## config.mk

```make
export PLATFORM = sky130hd
export DESIGN_NAME = scan_for_test_chain
export DESIGN_NICKNAME = d
export VERILOG_FILES = /design/src/rtl/scan_for_test_pkg.sv /design/src/rtl/scan_group_port.sv /design/src/rtl/scan_for_test_chain.sv
export SDC_FILE = /design/constraint.sdc
export NUM_CORES = 1
export LEC_CHECK = 0
export ABC_CLOCK_PERIOD_IN_PS = 5160
export CORE_MARGIN = 2
export CORE_UTILIZATION = 48
export CTS_CLUSTER_DIAMETER = 150
export CTS_CLUSTER_SIZE = 12
export DETAILED_ROUTE_END_ITERATION = 7
export PLACE_DENSITY = 0.76
export SLEW_MARGIN = 15
export SYNTH_ARGS = -nofsm -noshare
export SYNTH_HDL_FRONTEND = slang
export SYNTH_HIERARCHICAL = 1
export SYNTH_SLANG_ARGS = --single-unit
```

## constraint.sdc

```tcl
create_clock -name clk -period 5.16 [get_ports clk]
set_input_delay 0.516 -clock clk [delete_from_list [all_inputs] [get_ports clk]]
set_output_delay 0.516 -clock clk [all_outputs]
set_load 0.01 [all_outputs]
```

## src/rtl/scan_for_test_pkg.sv

```systemverilog
// ============================================================================
// Package : scan_for_test_pkg
// Purpose : Shared widths, scan-frame layout and FSM state type for the
//           scan_for_test_chain bridge.
// Contents: field widths, CHAIN_LEN, read-field offsets, frame_t, grp_state_e
// Revision: 1.0 - initial release
// ============================================================================
`default_nettype none

package scan_for_test_pkg;

  localparam int ADDR_W    = 11;
  localparam int DATA_W    = 32;
  localparam int CTR1_W    = 17;
  localparam int CTR2_W    = 15;
  localparam int CHAIN_LEN = 4 + ADDR_W + 2*DATA_W + 2*CTR1_W + 2*CTR2_W;

  // Bit offsets of the response fields inside the chain (LSB = bit 0)
  localparam int OFS_RDATA      = 2 + ADDR_W + DATA_W;
  localparam int OFS_CTR1_RDATA = OFS_RDATA + DATA_W + 2 + CTR1_W;
  localparam int OFS_CTR2_RDATA = OFS_CTR1_RDATA + CTR1_W + CTR2_W;

  // Frame layout; first member is the MSB end of the chain
  typedef struct packed {
    logic [CTR2_W-1:0] ctr2_rdata;
    logic [CTR2_W-1:0] ctr2_wdata;
    logic [CTR1_W-1:0] ctr1_rdata;
    logic [CTR1_W-1:0] ctr1_wdata;
    logic              ctr_wen;
    logic              ctr_ren;
    logic [DATA_W-1:0] rdata;
    logic [DATA_W-1:0] wdata;
    logic [ADDR_W-1:0] addr;
    logic              sram_wen;
    logic              sram_ren;
  } frame_t;

  typedef enum logic {
    ST_IDLE = 1'b0,
    ST_BUSY = 1'b1
  } grp_state_e;

endpackage

`default_nettype wire

```

## src/rtl/scan_group_port.sv

```systemverilog
// ============================================================================
// Module  : scan_group_port
// Purpose : One access group: latches a command on load_i, holds SRAM and
//           control-register requests until their ready, captures read data.
// Ports   : clk, rst, load_i            - clock, async reset, command strobe
//           *_i command fields          - write/command fields from the chain
//           sram_*/ctr_* rdata/ready_i  - target responses
//           sram_*/ctr_* _o             - request outputs to the targets
//           rsp_*_o                     - captured read responses
// Revision: 1.0 - initial release
// ============================================================================
`default_nettype none

module scan_group_port
  import scan_for_test_pkg::*;
(
  input  logic              clk,
  input  logic              rst,
  input  logic              load_i,
  input  logic              sram_ren_i,
  input  logic              sram_wen_i,
  input  logic [ADDR_W-1:0] addr_i,
  input  logic [DATA_W-1:0] wdata_i,
  input  logic              ctr_ren_i,
  input  logic              ctr_wen_i,
  input  logic [CTR1_W-1:0] ctr1_wdata_i,
  input  logic [CTR2_W-1:0] ctr2_wdata_i,
  input  logic [DATA_W-1:0] sram_rdata_i,
  input  logic              sram_ready_i,
  input  logic [CTR1_W-1:0] ctr1_rdata_i,
  input  logic [CTR2_W-1:0] ctr2_rdata_i,
  input  logic              ctr_ready_i,
  output logic              sram_ren_o,
  output logic              sram_wen_o,
  output logic [ADDR_W-1:0] sram_addr_o,
  output logic [DATA_W-1:0] sram_wdata_o,
  output logic              ctr_ren_o,
  output logic              ctr_wen_o,
  output logic [CTR1_W-1:0] ctr1_wdata_o,
  output logic [CTR2_W-1:0] ctr2_wdata_o,
  output logic [DATA_W-1:0] rsp_rdata_o,
  output logic [CTR1_W-1:0] rsp_ctr1_o,
  output logic [CTR2_W-1:0] rsp_ctr2_o
);

  grp_state_e        state_q, state_d;
  logic              sram_ren_q, sram_ren_d, sram_wen_q, sram_wen_d;
  logic              ctr_ren_q, ctr_ren_d, ctr_wen_q, ctr_wen_d;
  logic [ADDR_W-1:0] addr_q, addr_d;
  logic [DATA_W-1:0] wdata_q, wdata_d;
  logic [CTR1_W-1:0] ctr1_q, ctr1_d;
  logic [CTR2_W-1:0] ctr2_q, ctr2_d;
  logic [DATA_W-1:0] rsp_rdata_q, rsp_rdata_d;
  logic [CTR1_W-1:0] rsp_ctr1_q, rsp_ctr1_d;
  logic [CTR2_W-1:0] rsp_ctr2_q, rsp_ctr2_d;

  always_ff @(posedge clk or posedge rst) begin
    if (rst) begin
      state_q     <= ST_IDLE;
      sram_ren_q  <= 1'b0;
      sram_wen_q  <= 1'b0;
      ctr_ren_q   <= 1'b0;
      ctr_wen_q   <= 1'b0;
      addr_q      <= '0;
      wdata_q     <= '0;
      ctr1_q      <= '0;
      ctr2_q      <= '0;
      rsp_rdata_q <= '0;
      rsp_ctr1_q  <= '0;
      rsp_ctr2_q  <= '0;
    end else begin
      state_q     <= state_d;
      sram_ren_q  <= sram_ren_d;
      sram_wen_q  <= sram_wen_d;
      ctr_ren_q   <= ctr_ren_d;
      ctr_wen_q   <= ctr_wen_d;
      addr_q      <= addr_d;
      wdata_q     <= wdata_d;
      ctr1_q      <= ctr1_d;
      ctr2_q      <= ctr2_d;
      rsp_rdata_q <= rsp_rdata_d;
      rsp_ctr1_q  <= rsp_ctr1_d;
      rsp_ctr2_q  <= rsp_ctr2_d;
    end
  end

  always_comb begin
    state_d     = state_q;
    sram_ren_d  = sram_ren_q;
    sram_wen_d  = sram_wen_q;
    ctr_ren_d   = ctr_ren_q;
    ctr_wen_d   = ctr_wen_q;
    addr_d      = addr_q;
    wdata_d     = wdata_q;
    ctr1_d      = ctr1_q;
    ctr2_d      = ctr2_q;
    rsp_rdata_d = rsp_rdata_q;
    rsp_ctr1_d  = rsp_ctr1_q;
    rsp_ctr2_d  = rsp_ctr2_q;
    case (state_q)
      ST_IDLE: begin
        // A command while busy is dropped because loads are only taken here
        if (load_i) begin
          sram_ren_d = sram_ren_i;
          sram_wen_d = sram_wen_i;
          ctr_ren_d  = ctr_ren_i;
          ctr_wen_d  = ctr_wen_i;
          addr_d     = addr_i;
          wdata_d    = wdata_i;
          ctr1_d     = ctr1_wdata_i;
          ctr2_d     = ctr2_wdata_i;
          if (sram_ren_i || sram_wen_i || ctr_ren_i || ctr_wen_i) begin
            state_d = ST_BUSY;
          end
        end
      end
      ST_BUSY: begin
        // SRAM and control sides complete independently
        if ((sram_ren_q || sram_wen_q) && sram_ready_i) begin
          if (sram_ren_q) begin
            rsp_rdata_d = sram_rdata_i;
          end
          sram_ren_d = 1'b0;
          sram_wen_d = 1'b0;
        end
        if ((ctr_ren_q || ctr_wen_q) && ctr_ready_i) begin
          if (ctr_ren_q) begin
            rsp_ctr1_d = ctr1_rdata_i;
            rsp_ctr2_d = ctr2_rdata_i;
          end
          ctr_ren_d = 1'b0;
          ctr_wen_d = 1'b0;
        end
        if (!(sram_ren_d || sram_wen_d || ctr_ren_d || ctr_wen_d)) begin
          state_d = ST_IDLE;
        end
      end
      default: state_d = ST_IDLE;
    endcase
  end

  assign sram_ren_o   = sram_ren_q;
  assign sram_wen_o   = sram_wen_q;
  assign sram_addr_o  = addr_q;
  assign sram_wdata_o = wdata_q;
  assign ctr_ren_o    = ctr_ren_q;
  assign ctr_wen_o    = ctr_wen_q;
  assign ctr1_wdata_o = ctr1_q;
  assign ctr2_wdata_o = ctr2_q;
  assign rsp_rdata_o  = rsp_rdata_q;
  assign rsp_ctr1_o   = rsp_ctr1_q;
  assign rsp_ctr2_o   = rsp_ctr2_q;

endmodule

`default_nettype wire

```

## src/rtl/scan_for_test_chain.sv

```systemverilog
// ============================================================================
// Module  : scan_for_test_chain
// Purpose : Scan-chain bridge from chip pads to two access groups (A, B).
//           Pads are synchronised and edge-detected; a 143-bit frame is
//           shifted by phi/phi_bar pairs, applied to the selected group on
//           load_chip and refreshed with its responses on load_chain.
// Ports   : clk, rst                 - system clock, async active-high reset
//           scan_*                   - scan pad interface
//           sram_*_A/_B, ctr*_A/_B   - per-group SRAM / control-reg ports
// Revision: 1.0 - initial release
// ============================================================================
`default_nettype none

module scan_for_test_chain
  import scan_for_test_pkg::*;
#(
  parameter int SYNC_STAGES = 2
) (
  input  logic              clk,
  input  logic              rst,
  input  logic              scan_id,
  input  logic              scan_phi,
  input  logic              scan_phi_bar,
  input  logic              scan_data_in,
  output logic              scan_data_out,
  input  logic              scan_load_chip,
  input  logic              scan_load_chain,
  output logic              sram_ren_A,
  output logic              sram_wen_A,
  output logic [ADDR_W-1:0] sram_addr_A,
  output logic [DATA_W-1:0] sram_wdata_A,
  input  logic [DATA_W-1:0] sram_rdata_A,
  input  logic              sram_ready_A,
  output logic              sram_ren_B,
  output logic              sram_wen_B,
  output logic [ADDR_W-1:0] sram_addr_B,
  output logic [DATA_W-1:0] sram_wdata_B,
  input  logic [DATA_W-1:0] sram_rdata_B,
  input  logic              sram_ready_B,
  output logic              ctr_ren_A,
  output logic              ctr_wen_A,
  output logic [CTR1_W-1:0] ctr1_wdata_A,
  output logic [CTR2_W-1:0] ctr2_wdata_A,
  input  logic [CTR1_W-1:0] ctr1_rdata_A,
  input  logic [CTR2_W-1:0] ctr2_rdata_A,
  input  logic              ctr_ready_A,
  output logic              ctr_ren_B,
  output logic              ctr_wen_B,
  output logic [CTR1_W-1:0] ctr1_wdata_B,
  output logic [CTR2_W-1:0] ctr2_wdata_B,
  input  logic [CTR1_W-1:0] ctr1_rdata_B,
  input  logic [CTR2_W-1:0] ctr2_rdata_B,
  input  logic              ctr_ready_B
);

  localparam int P_ID = 0, P_PHI = 1, P_PHIB = 2, P_DIN = 3, P_LCHIP = 4, P_LCHAIN = 5;

  logic [5:0] pad_raw, pad_s;
  logic [5:0] sync_q [SYNC_STAGES];
  logic [3:0] edge_s, prev_q, rise;
  logic       phi_rise, phib_rise, lchip_rise, lchain_rise;

  assign pad_raw = {scan_load_chain, scan_load_chip, scan_data_in,
                    scan_phi_bar, scan_phi, scan_id};

  always_ff @(posedge clk or posedge rst) begin
    if (rst) begin
      for (int i = 0; i < SYNC_STAGES; i++) sync_q[i] <= '0;
      prev_q <= '0;
    end else begin
      sync_q[0] <= pad_raw;
      for (int i = 1; i < SYNC_STAGES; i++) sync_q[i] <= sync_q[i-1];
      prev_q <= edge_s;
    end
  end

  assign pad_s       = sync_q[SYNC_STAGES-1];
  assign edge_s      = {pad_s[P_LCHAIN], pad_s[P_LCHIP], pad_s[P_PHIB], pad_s[P_PHI]};
  assign rise        = edge_s & ~prev_q;
  assign phi_rise    = rise[0];
  assign phib_rise   = rise[1];
  assign lchip_rise  = rise[2];
  assign lchain_rise = rise[3];

  frame_t            chain_q, chain_d;
  logic              master_q, master_d, mvld_q, mvld_d;
  logic [DATA_W-1:0] rsp_rdata_A, rsp_rdata_B;
  logic [CTR1_W-1:0] rsp_ctr1_A, rsp_ctr1_B;
  logic [CTR2_W-1:0] rsp_ctr2_A, rsp_ctr2_B;

  always_ff @(posedge clk or posedge rst) begin
    if (rst) begin
      chain_q  <= '0;
      master_q <= 1'b0;
      mvld_q   <= 1'b0;
    end else begin
      chain_q  <= chain_d;
      master_q <= master_d;
      mvld_q   <= mvld_d;
    end
  end

  always_comb begin
    chain_d  = chain_q;
    master_d = master_q;
    mvld_d   = mvld_q;
    // phi_bar consumes the master bit; a phi_bar without a prior phi shifts nothing
    if (phib_rise) begin
      mvld_d = 1'b0;
      if (mvld_q && !lchain_rise) begin
        chain_d = frame_t'({chain_q[CHAIN_LEN-2:0], master_q});
      end
    end
    if (phi_rise) begin
      master_d = pad_s[P_DIN];
      mvld_d   = 1'b1;
    end
    if (lchain_rise) begin
      if (pad_s[P_ID]) begin
        chain_d[OFS_RDATA      +: DATA_W] = rsp_rdata_B;
        chain_d[OFS_CTR1_RDATA +: CTR1_W] = rsp_ctr1_B;
        chain_d[OFS_CTR2_RDATA +: CTR2_W] = rsp_ctr2_B;
      end else begin
        chain_d[OFS_RDATA      +: DATA_W] = rsp_rdata_A;
        chain_d[OFS_CTR1_RDATA +: CTR1_W] = rsp_ctr1_A;
        chain_d[OFS_CTR2_RDATA +: CTR2_W] = rsp_ctr2_A;
      end
    end
  end

  assign scan_data_out = chain_q[OFS_CTR2_RDATA + CTR2_W - 1];

  scan_group_port u_grp_a (
    .clk          (clk),
    .rst          (rst),
    .load_i       (lchip_rise && !pad_s[P_ID]),
    .sram_ren_i   (chain_q.sram_ren),
    .sram_wen_i   (chain_q.sram_wen),
    .addr_i       (chain_q.addr),
    .wdata_i      (chain_q.wdata),
    .ctr_ren_i    (chain_q.ctr_ren),
    .ctr_wen_i    (chain_q.ctr_wen),
    .ctr1_wdata_i (chain_q.ctr1_wdata),
    .ctr2_wdata_i (chain_q.ctr2_wdata),
    .sram_rdata_i (sram_rdata_A),
    .sram_ready_i (sram_ready_A),
    .ctr1_rdata_i (ctr1_rdata_A),
    .ctr2_rdata_i (ctr2_rdata_A),
    .ctr_ready_i  (ctr_ready_A),
    .sram_ren_o   (sram_ren_A),
    .sram_wen_o   (sram_wen_A),
    .sram_addr_o  (sram_addr_A),
    .sram_wdata_o (sram_wdata_A),
    .ctr_ren_o    (ctr_ren_A),
    .ctr_wen_o    (ctr_wen_A),
    .ctr1_wdata_o (ctr1_wdata_A),
    .ctr2_wdata_o (ctr2_wdata_A),
    .rsp_rdata_o  (rsp_rdata_A),
    .rsp_ctr1_o   (rsp_ctr1_A),
    .rsp_ctr2_o   (rsp_ctr2_A)
  );

  scan_group_port u_grp_b (
    .clk          (clk),
    .rst          (rst),
    .load_i       (lchip_rise && pad_s[P_ID]),
    .sram_ren_i   (chain_q.sram_ren),
    .sram_wen_i   (chain_q.sram_wen),
    .addr_i       (chain_q.addr),
    .wdata_i      (chain_q.wdata),
    .ctr_ren_i    (chain_q.ctr_ren),
    .ctr_wen_i    (chain_q.ctr_wen),
    .ctr1_wdata_i (chain_q.ctr1_wdata),
    .ctr2_wdata_i (chain_q.ctr2_wdata),
    .sram_rdata_i (sram_rdata_B),
    .sram_ready_i (sram_ready_B),
    .ctr1_rdata_i (ctr1_rdata_B),
    .ctr2_rdata_i (ctr2_rdata_B),
    .ctr_ready_i  (ctr_ready_B),
    .sram_ren_o   (sram_ren_B),
    .sram_wen_o   (sram_wen_B),
    .sram_addr_o  (sram_addr_B),
    .sram_wdata_o (sram_wdata_B),
    .ctr_ren_o    (ctr_ren_B),
    .ctr_wen_o    (ctr_wen_B),
    .ctr1_wdata_o (ctr1_wdata_B),
    .ctr2_wdata_o (ctr2_wdata_B),
    .rsp_rdata_o  (rsp_rdata_B),
    .rsp_ctr1_o   (rsp_ctr1_B),
    .rsp_ctr2_o   (rsp_ctr2_B)
  );

endmodule

`default_nettype wire

```

**Yosys cells after proc, flatten, opt, wreduce, memory -nomap -nowiden**

Index checks and enable logic that the tools add are counted.

- Output and inout bits: 159
- Input bits: 140
- Register bits: 449
- Logic and storage cells: 128

- Reductions and logical operators: 33
- Bitwise operators: 4
- Equal/unequal tests: 2
- Multiplexer cells: 49

Operators by type and width:

| operator | number |
|---|---|
| $mux W143 | 2 |
| $mux W32 | 2 |
| $mux W17 | 2 |
| $mux W1 | 31 |
| $mux W15 | 2 |
| $pmux W1 S2 | 10 |
| $logic_or A1 B1 Y1 | 13 |
| $reduce_and A3 Y1 | 4 |
| $reduce_and A2 Y1 | 4 |
| $logic_and A1 B1 Y1 | 7 |
| $reduce_bool A2 Y1 | 3 |
| $and A4 B4 Y4 | 1 |
| $ne A2 B1 Y1 const B | 2 |
| $not A4 Y4 | 1 |
| $logic_not A1 Y1 | 2 |
| $not A1 Y1 | 2 |

**Logic depth before layout (Yosys ltp)**

Gate-level depths: netlist of the first run.

- Word-level depth: 9
- Mapped depth: 10
- Mapped depth without buffers: 4

**Hierarchy**

The synthesis of the first run kept the hierarchy.

Modules (own cells, without submodules):

| module | instances | seq. area each (µm²) | cells each | area each (µm²) |
|---|---|---|---|---|
| scan_group_port | 2 | 3603.5 | 321 | 5422.7 |
| scan_for_test_chain | 1 | 4028.9 | 481 | 6744.0 |

**Worst setup path after synthesis of the first run**

No wires, ideal clock.

- Path kind: register to register
- From: register sync_q (netlist bit pad_s[0])
- To: register u_grp_a.ctr1_q[0], in the netlist u_grp_a/ctr1_wdata_o[0]
- Setup time: 0.125 ns
- Slack: 3.085 ns
- Required time: 5.035 ns
- Cell stages (with the launch flop): 10
- Buffers on the path: 6
- Data arrival time: 1.951 ns
- Clock period less this slack: 2.075 ns
- Cells stage by stage: dfrtp_1 clkbuf_1 buf_4 buf_2 nor3b_1 buf_2 nor2b_4 buf_6 buf_6 mux2_2

- Longest elaborated chain between the ends: 3

RTL lines:

| item | RTL line | text |
|---|---|---|
| start, declared | scan_for_test_chain.sv:59 | `logic [5:0] sync_q [SYNC_STAGES];` |
| $logic_not A1 Y1 | scan_for_test_chain.sv:136 | `.load_i (lchip_rise && !pad_s[P_ID]),` |
| $logic_and A1 B1 Y1 | scan_for_test_chain.sv:136 |  |
| $reduce_and A2 Y1 (no source line) | - |  |
| end signal, assigned | scan_group_port.sv:79 | `ctr1_q <= ctr1_d;` |
| end, declared | scan_group_port.sv:51 | `logic [CTR1_W-1:0] ctr1_q, ctr1_d;` |

Every way passes these cells.
A chain may end at the register's enable or synchronous reset.

**Final worst setup path of the first run**

- From: register sync_q (netlist bit pad_s[0])
- To: register u_grp_a.wdata_q[23], in the netlist u_grp_a/sram_wdata_o[23]

- Longest elaborated chain between the ends: 3

RTL lines:

| item | RTL line | text |
|---|---|---|
| $logic_not A1 Y1 | scan_for_test_chain.sv:136 |  |
| $logic_and A1 B1 Y1 | scan_for_test_chain.sv:136 |  |
| $reduce_and A2 Y1 (no source line) | - |  |
| end signal, assigned | scan_group_port.sv:78 | `wdata_q <= wdata_d;` |
| end, declared | scan_group_port.sv:50 | `logic [DATA_W-1:0] wdata_q, wdata_d;` |

Every way passes these cells.

==> metrics, run 1 <==
status completed; total gr overflow 0; final instance area 22000 um^2; most used flip-flop cell after synthesis dfrtp_1; CP top delay family simple AND/OR/NAND/NOR gates; VDD IR-drop max ~290 uV; Total Routing Usage GR 20.7%; Layout Utilization 60.5%; Multi-input gate area 5930 um^2; sequential share of the synthesized area ~64%; hold depth 0; TritonCTS buffer count 43; Post-CTS Setup Inserts 0; Sw Ratio a little over a quarter; Die ar. between 30000 and 40000 um^2; Comb power frac a little under a fifth; top cells by area, synth dfrtp_1 (64%), mux2_2 (18%), mux2_1 (5.1%); clk_lat worst skew 0.56 ns; Min-Delay Path Class flop to flop; CP startpoint kind flop; Reg area 11200 um^2; routability cong. 0.770; WL per Instance 20.6 um; cell-by-cell listing of the critical path nor3b_1 -> nor2b_4 -> buf_4 -> mux2_2; Synth Instances 1123; Worst Setup SP pad_s[0]; Detailed Route Iter0 Violations between 400 and 500; CTS tree yes; core region area 36300 um^2; Setup CP Type flop to flop; Reg power frac 52.1%; CP max FO 76; pin count of the biggest net entering global routing approximately 100; Die W 195 um; critical path required time 5.59 ns; Initial Utilization 48.4%; die height 195 um; Clock Skew 0.0192 ns; DR pass1 iterations 4; Worst path slowest cell nor3b_1; RSZ-0062 raised after global routing no; post-synthesis average cell area 15.7 um^2; root buffer cell clkbuf_16; port buffer count 298; Routed WL between 30000 and 40000 um; R2R depth 4; R2R Path End u_grp_a/sram_wdata_o[23]; period utilization 61.1%; Post-synth ARST share 100%; power share of the clock group 28.7%; dpl cell area 20900 um^2; # rows 70; vias in the first global route 10900; initial antenna violation count 4; Worst path max stage delay 0.77 ns; ANT nets after route 0; yosys warns 6; Synth area leader dfrtp_1; maximum clock insertion buffer count 3; max_cap viols 0; TNS Setup 0 ns; via/cell ratio ~5.4; Critical Path Stages 4; Final min period 3.15 ns; pins over their slew limit 0; min-delay src sync_q[8]; I/O Pins 299; Filler cells 2792; Pint between 7 and 8 mW; pwr/cell area 439 nW/um^2; Worst Hold Path EP pad_s[2]; synth unique cells 24; EDFF count, synth 0; Post-route DRC 0; area growth from synthesis to final layout 25.1%; Final Setup Violations 0; Slew @ Worst Pin 1.10 ns; FMAX 0.317 GHz; first-pass GRT wire length 62400 um; Synth Cell Area 17600 um^2; Clock Pin Slew Worst Setup and Hold Paths 0.06 ns; switching power about 2.5 mW; CP Capture Type flop; r2r setup slk 2.01 ns; DP Wirelength 24400 um; synthesized flop and latch total 449; Synth top area share 63.9%; max_slew headroom a little over a quarter; layout net count 1548; Worst EP arrival between 3 and 4 ns; FF-to-FF Start pad_s[0]; leakage roughly 10 nW; ratio of cells with drive above 1 in the final layout about 25%; Post-CTS Resized 0; Final Hold Vio Count 0; worst path bufs/invs 1; clock sinks 449; total number of vias 10200; Synthesized Nets 1263; hold buffer count at CTS 0; H-tree Lvls 2
==> placed cells by master, fill, tap and decap left out <==
cell type / netlist / layout
mux2i_1: 72 / 72
nand2_1: 9 / 8
buf_4: 2 / 11
diode_2: 0 / 2
o41ai_1: 2 / 2
o211ai_1: 4 / 4
inv_6: 0 / 3
nor2_1: 64 / 64
mux2_1: 79 / 79
mux2_2: 279 / 279
dfrtp_4: 0 / 1
o22ai_1: 8 / 8
clkbuf_1: 5 / 1
and3b_1: 2 / 2
nand2b_2: 0 / 1
dfrtp_1: 449 / 448
nor3b_1: 1 / 1
a221o_1: 64 / 64
a21o_1: 1 / 1
nand3_1: 6 / 2
nor2b_4: 2 / 3
nand2_4: 0 / 1
clkinv_4: 0 / 1
nand2b_1: 2 / 1
clkbuf_16: 0 / 45
inv_1: 7 / 4
nor2b_1: 2 / 1
clkdlybuf4s50_1: 0 / 298
nand3_2: 0 / 4
and2_4: 0 / 1
==> power by group through the flow <==
stage	registers [mW]	clock network (mW)	logic (mW)
finish	5.04	2.78	1.85
floorplan	4.95	0	1.22
detailed placement	5.09	0	1.87
global placement	5.05	0	1.81
global route	5.17	2.99	2.02
CTS	5.04	2.86	1.88
==> registers in the layout, summed over array words and instances, names as in the netlist, 15 cells and up <==
name,cells
u_grp_b/rsp_ctr1_o,17
u_grp_a/ctr2_wdata_o,15
u_grp_b/ctr2_wdata_o,15
u_grp_b/ctr1_wdata_o,17
chain_q,142
u_grp_b/rsp_rdata_o,32
u_grp_a/rsp_ctr1_o,17
u_grp_a/rsp_rdata_o,32
u_grp_a/ctr1_wdata_o,17
u_grp_a/sram_wdata_o,32
u_grp_a/rsp_ctr2_o,15
u_grp_b/rsp_ctr2_o,15
u_grp_b/sram_wdata_o,32
==> how the worst max path moves through the flow <==
stage                                          end
after floorplan                         chain_q[0]
after global placement    u_grp_a/sram_wdata_o[14]
after detailed placement  u_grp_a/sram_wdata_o[13]
after CTS                 u_grp_a/sram_wdata_o[13]
after global routing      u_grp_a/sram_wdata_o[18]
final                     u_grp_a/sram_wdata_o[23]
==> routing by layer <==
metal  vias to the layer above  wire length [um]  global-route usage [%]
li1                       4594                 -                       -
met1                      5338             17300                    28.5
met2                       237             18800                    33.5
met3                        42              2000                    4.63
met4                         0               647                    5.71
met5                         -                 0                       0
==> kinds of logic after synthesis <==
logic type | share of synthesized area (%)
compound gates | 4.24
buf+inv | 2.66
flops | 63.9
mux | 27.0
simple gates | 2.21
==> layout make-up <==
cell class | instances | area share, %
diodes | 2 | 0.0227
inverters | 7 | 0.188
clock buffers | 46 | 5.14
well taps | 468 | 2.66
multi-input cells | 598 | 26.9
repair buffers | 309 | 13.9
clock inverters | 1 | 0.0398
flip-flops and latches | 449 | 51.1
==> synthesized netlist by cell type, types with 5 or more instances <==
cell type,instances
nand3_1,6
mux2_2,279
o22ai_1,8
mux2_1,79
nor2_1,64
nand2_1,9
clkbuf_1,5
buf_1,7
a221o_1,64
buf_2,38
inv_1,7
dfrtp_1,449
mux2i_1,72
buf_6,17
==> metrics by stage <==
step | hold slack, ns | setup WS, ns | std cells | power (mW)
5_1_grt | 0.353 | 1.90 | 1879 | 10.2
3_3_place_gp | 0.337 | 2.13 | 1831 | 6.87
2_1_floorplan | 0.331 | 0.296 | 1123 | 6.17
4_1_cts | 0.349 | 2.03 | 1878 | 9.78
3_5_place_dp | 0.340 | 2.06 | 1831 | 6.96
6_report | 0.344 | 2.01 | 1880 | 9.67
==> worst reg2reg max path, delay by kind of cell (launching register included) <==
kind	cells	cell delay (ns)
multiplexers	1	0.57
AND/OR/NAND/NOR	2	1.05
buffers and inverters	1	0.75
flip-flops	1	0.64
Power figures use the tool's default switching activity.
==> run 2, diff against run 1 <==
--- a/config.mk
+++ b/config.mk
@@ -5,13 +5,13 @@
 export SDC_FILE = /design/constraint.sdc
 export NUM_CORES = 1
 export LEC_CHECK = 0
-export ABC_CLOCK_PERIOD_IN_PS = 5160
+export ABC_CLOCK_PERIOD_IN_PS = 3230
 export CORE_MARGIN = 2
-export CORE_UTILIZATION = 48
+export CORE_UTILIZATION = 49
 export CTS_CLUSTER_DIAMETER = 150
 export CTS_CLUSTER_SIZE = 12
 export DETAILED_ROUTE_END_ITERATION = 7
-export PLACE_DENSITY = 0.76
+export PLACE_DENSITY = 0.75
 export SLEW_MARGIN = 15
 export SYNTH_ARGS = -nofsm -noshare
 export SYNTH_HDL_FRONTEND = slang
==> constraint.sdc (replaced) <==
create_clock -name clk -period 3.23 [get_ports clk]
set_input_delay 0.323 -clock clk [delete_from_list [all_inputs] [get_ports clk]]
set_output_delay 0.323 -clock clk [all_outputs]
set_load 0.01 [all_outputs]
==> metrics, run 2 (synthesized netlist as in run 1, its figures left out) <==
status completed (unchanged); Worst Setup SP pad_s[0] (unchanged); Post-CTS Setup Inserts 0 (unchanged); Routed WL 38100 um (was 38800 um); die height 193 um (was 195 um); worst path bufs/invs 1 (unchanged); power share of the clock group 28.2% (was 28.7%); Die W 193 um (was 195 um); Critical Path Stages 4 (unchanged); Reg power frac 52.5% (was 52.1%); CP top delay family simple AND/OR/NAND/NOR gates (unchanged); FF-to-FF Start pad_s[0] (unchanged); DR pass1 iterations 4 (unchanged); ANT nets after route 0 (unchanged); initial antenna violation count 6 (was 4); Setup CP Type flop to flop (unchanged); vias in the first global route 10900 (about the same); leakage 10.3 nW (about the same); routability cong. 0.739 (was 0.770); CTS tree yes (unchanged); pwr/cell area 695 nW/um^2 (was 439 nW/um^2); pins over their slew limit 0 (unchanged); clk_lat worst skew 0.53 ns (was 0.56 ns); Sw Ratio 26.2% (was 26.1%); FMAX 0.430 GHz (was 0.317 GHz); Critical Path Sink u_grp_b/sram_wdata_o[22] (was u_grp_a/sram_wdata_o[23]); DP Wirelength 24700 um (was 24400 um); I/O Pins 299 (unchanged); core region area 35500 um^2 (was 36300 um^2); cell-by-cell listing of the critical path and3b_1 -> nor2b_4 -> buf_12 -> mux2_2 (was nor3b_1 -> nor2b_4 -> buf_4 -> mux2_2); Slew @ Worst Pin 1.07 ns (was 1.10 ns); hold buffer count at CTS 0 (unchanged); TNS Setup 0 ns (unchanged); R2R Path End u_grp_b/sram_wdata_o[22] (was u_grp_a/sram_wdata_o[23]); Largest register FFs 142 (unchanged); Detailed Route Iter0 Violations 463 (was 487); clock sinks 449 (unchanged); Final min period 2.33 ns (was 3.15 ns); pin count of the biggest net entering global routing 92 (was 103); max_slew headroom 28.4% (was 26.4%); total number of vias 10300 (was 10200); Die ar. 37400 um^2 (was 38200 um^2); critical path required time 3.64 ns (was 5.59 ns); maximum clock insertion buffer count 3 (unchanged); WL per Instance 20.3 um (was 20.6 um); r2r setup slk 0.90 ns (was 2.01 ns); Worst path slowest cell dfrtp_4 (was nor3b_1); Layout Utilization 62.3% (was 60.5%); Worst EP arrival 2.74 ns (was 3.58 ns); max_cap viols 0 (unchanged); Filler cells 2664 (was 2792); Clock Pin Slew Worst Setup and Hold Paths 0.06 ns (about the same); Min-Delay Path Class input pin to flop (was flop to flop); # rows 69 (was 70); R2R depth 4 (unchanged); Comb power frac 19.3% (was 19.1%); CP startpoint kind flop (unchanged); dpl cell area 21000 um^2 (was 20900 um^2); RSZ-0062 raised after global routing no (unchanged); largest reg by FF count chain_q (unchanged); ratio of cells with drive above 1 in the final layout 25.1% (was 24.8%); CP Capture Type flop (unchanged); VDD IR-drop max 476 uV (was 289 uV); Pint 11.3 mW (was 7.14 mW); Final Hold Vio Count 0 (unchanged); Post-route DRC 0 (unchanged); TritonCTS buffer count 43 (unchanged); total gr overflow 0 (unchanged); period utilization 72.0% (was 61.1%); via/cell ratio 5.48 (was 5.43); first-pass GRT wire length 62100 um (was 62400 um); layout net count 1552 (was 1548); Total Routing Usage GR 20.6% (was 20.7%); port buffer count 298 (unchanged); CP max FO 33 (was 76); Post-CTS Resized 0 (unchanged); Clock Skew 0.00858 ns (was 0.0192 ns); commonest non-fill, non-tap cells in the layout dfrtp_1 (448), clkdlybuf4s50_1 (298), mux2_2 (279) (unchanged); final instance area 22100 um^2 (was 22000 um^2); leading cell type in the layout, fill and taps excluded dfrtp_1 (unchanged); Initial Utilization 49.6% (was 48.4%); H-tree Lvls 2 (unchanged); Worst path max stage delay 0.60 ns (was 0.77 ns); root buffer cell clkbuf_16 (unchanged); Final Setup Violations 0 (unchanged); area growth from synthesis to final layout 25.6% (was 25.1%); Pwr Total 15.4 mW (was 9.67 mW); switching power 4.03 mW (was 2.53 mW)
-- run 2: changes by cell type in the layout (fill, tap and decap cells not counted) --
cell,change
buf_12,+8
buf_4,-4
clkbuf_16,-2
clkinv_4,-1
clkinvlp_4,+3
diode_2,+2
inv_6,+1
-- run 2: layer usage --
layer	global-route usage (%)	up-vias	routed length [um]
li1	-	4627	-
met1	29.3	5368	17200
met2	32.8	256	18400
met3	4.04	47	1830
met4	5.03	4	639
met5	0	-	26
-- run 2: power groups by stage --
stage          clock [mW]  sequential (mW)  combinational [mW]
2_1_floorplan           0             7.91                1.95
5_1_grt              4.66             8.27                3.25
3_5_place_dp            0             8.15                3.00
6_report             4.33             8.07                2.97
3_3_place_gp            0             8.09                2.90
4_1_cts              4.45             8.07                3.02
-- run 2: how the worst min path moves through the flow --
stage | start | cells after the start | endpoint
detailed placement | sync_q[7] | 0 | pad_s[1]
CTS | scan_phi | 1 | sync_q[7]
floorplan | sync_q[6] | 0 | pad_s[0]
finish | scan_phi | 1 | sync_q[7]
global placement | sync_q[7] | 0 | pad_s[1]
global route | scan_data_in | 1 | sync_q[9]
-- run 2: final cells by class --
cell class / instances / area [um^2] / share of cell area (%)
well taps: 461 / 577 / 2.61
clock inverters: 4 / 35.0 / 0.159
repair buffers: 313 / 3200 / 14.5
flip-flops and latches: 449 / 11200 / 50.9
clock buffers: 44 / 1080 / 4.89
multi-input cells: 598 / 5930 / 26.8
diodes: 4 / 10.0 / 0.0453
inverters: 7 / 37.5 / 0.170
-- run 2: stage by stage --
step                      worst slack [ns]  cells  hold slack (ns)
after CTS                            0.870   1876            0.213
after floorplan                      0.864   1123            0.331
after global routing                 0.759   1879            0.204
final                                0.903   1880            0.230
after global placement               0.874   1828            0.334
after detailed placement             0.825   1828            0.337
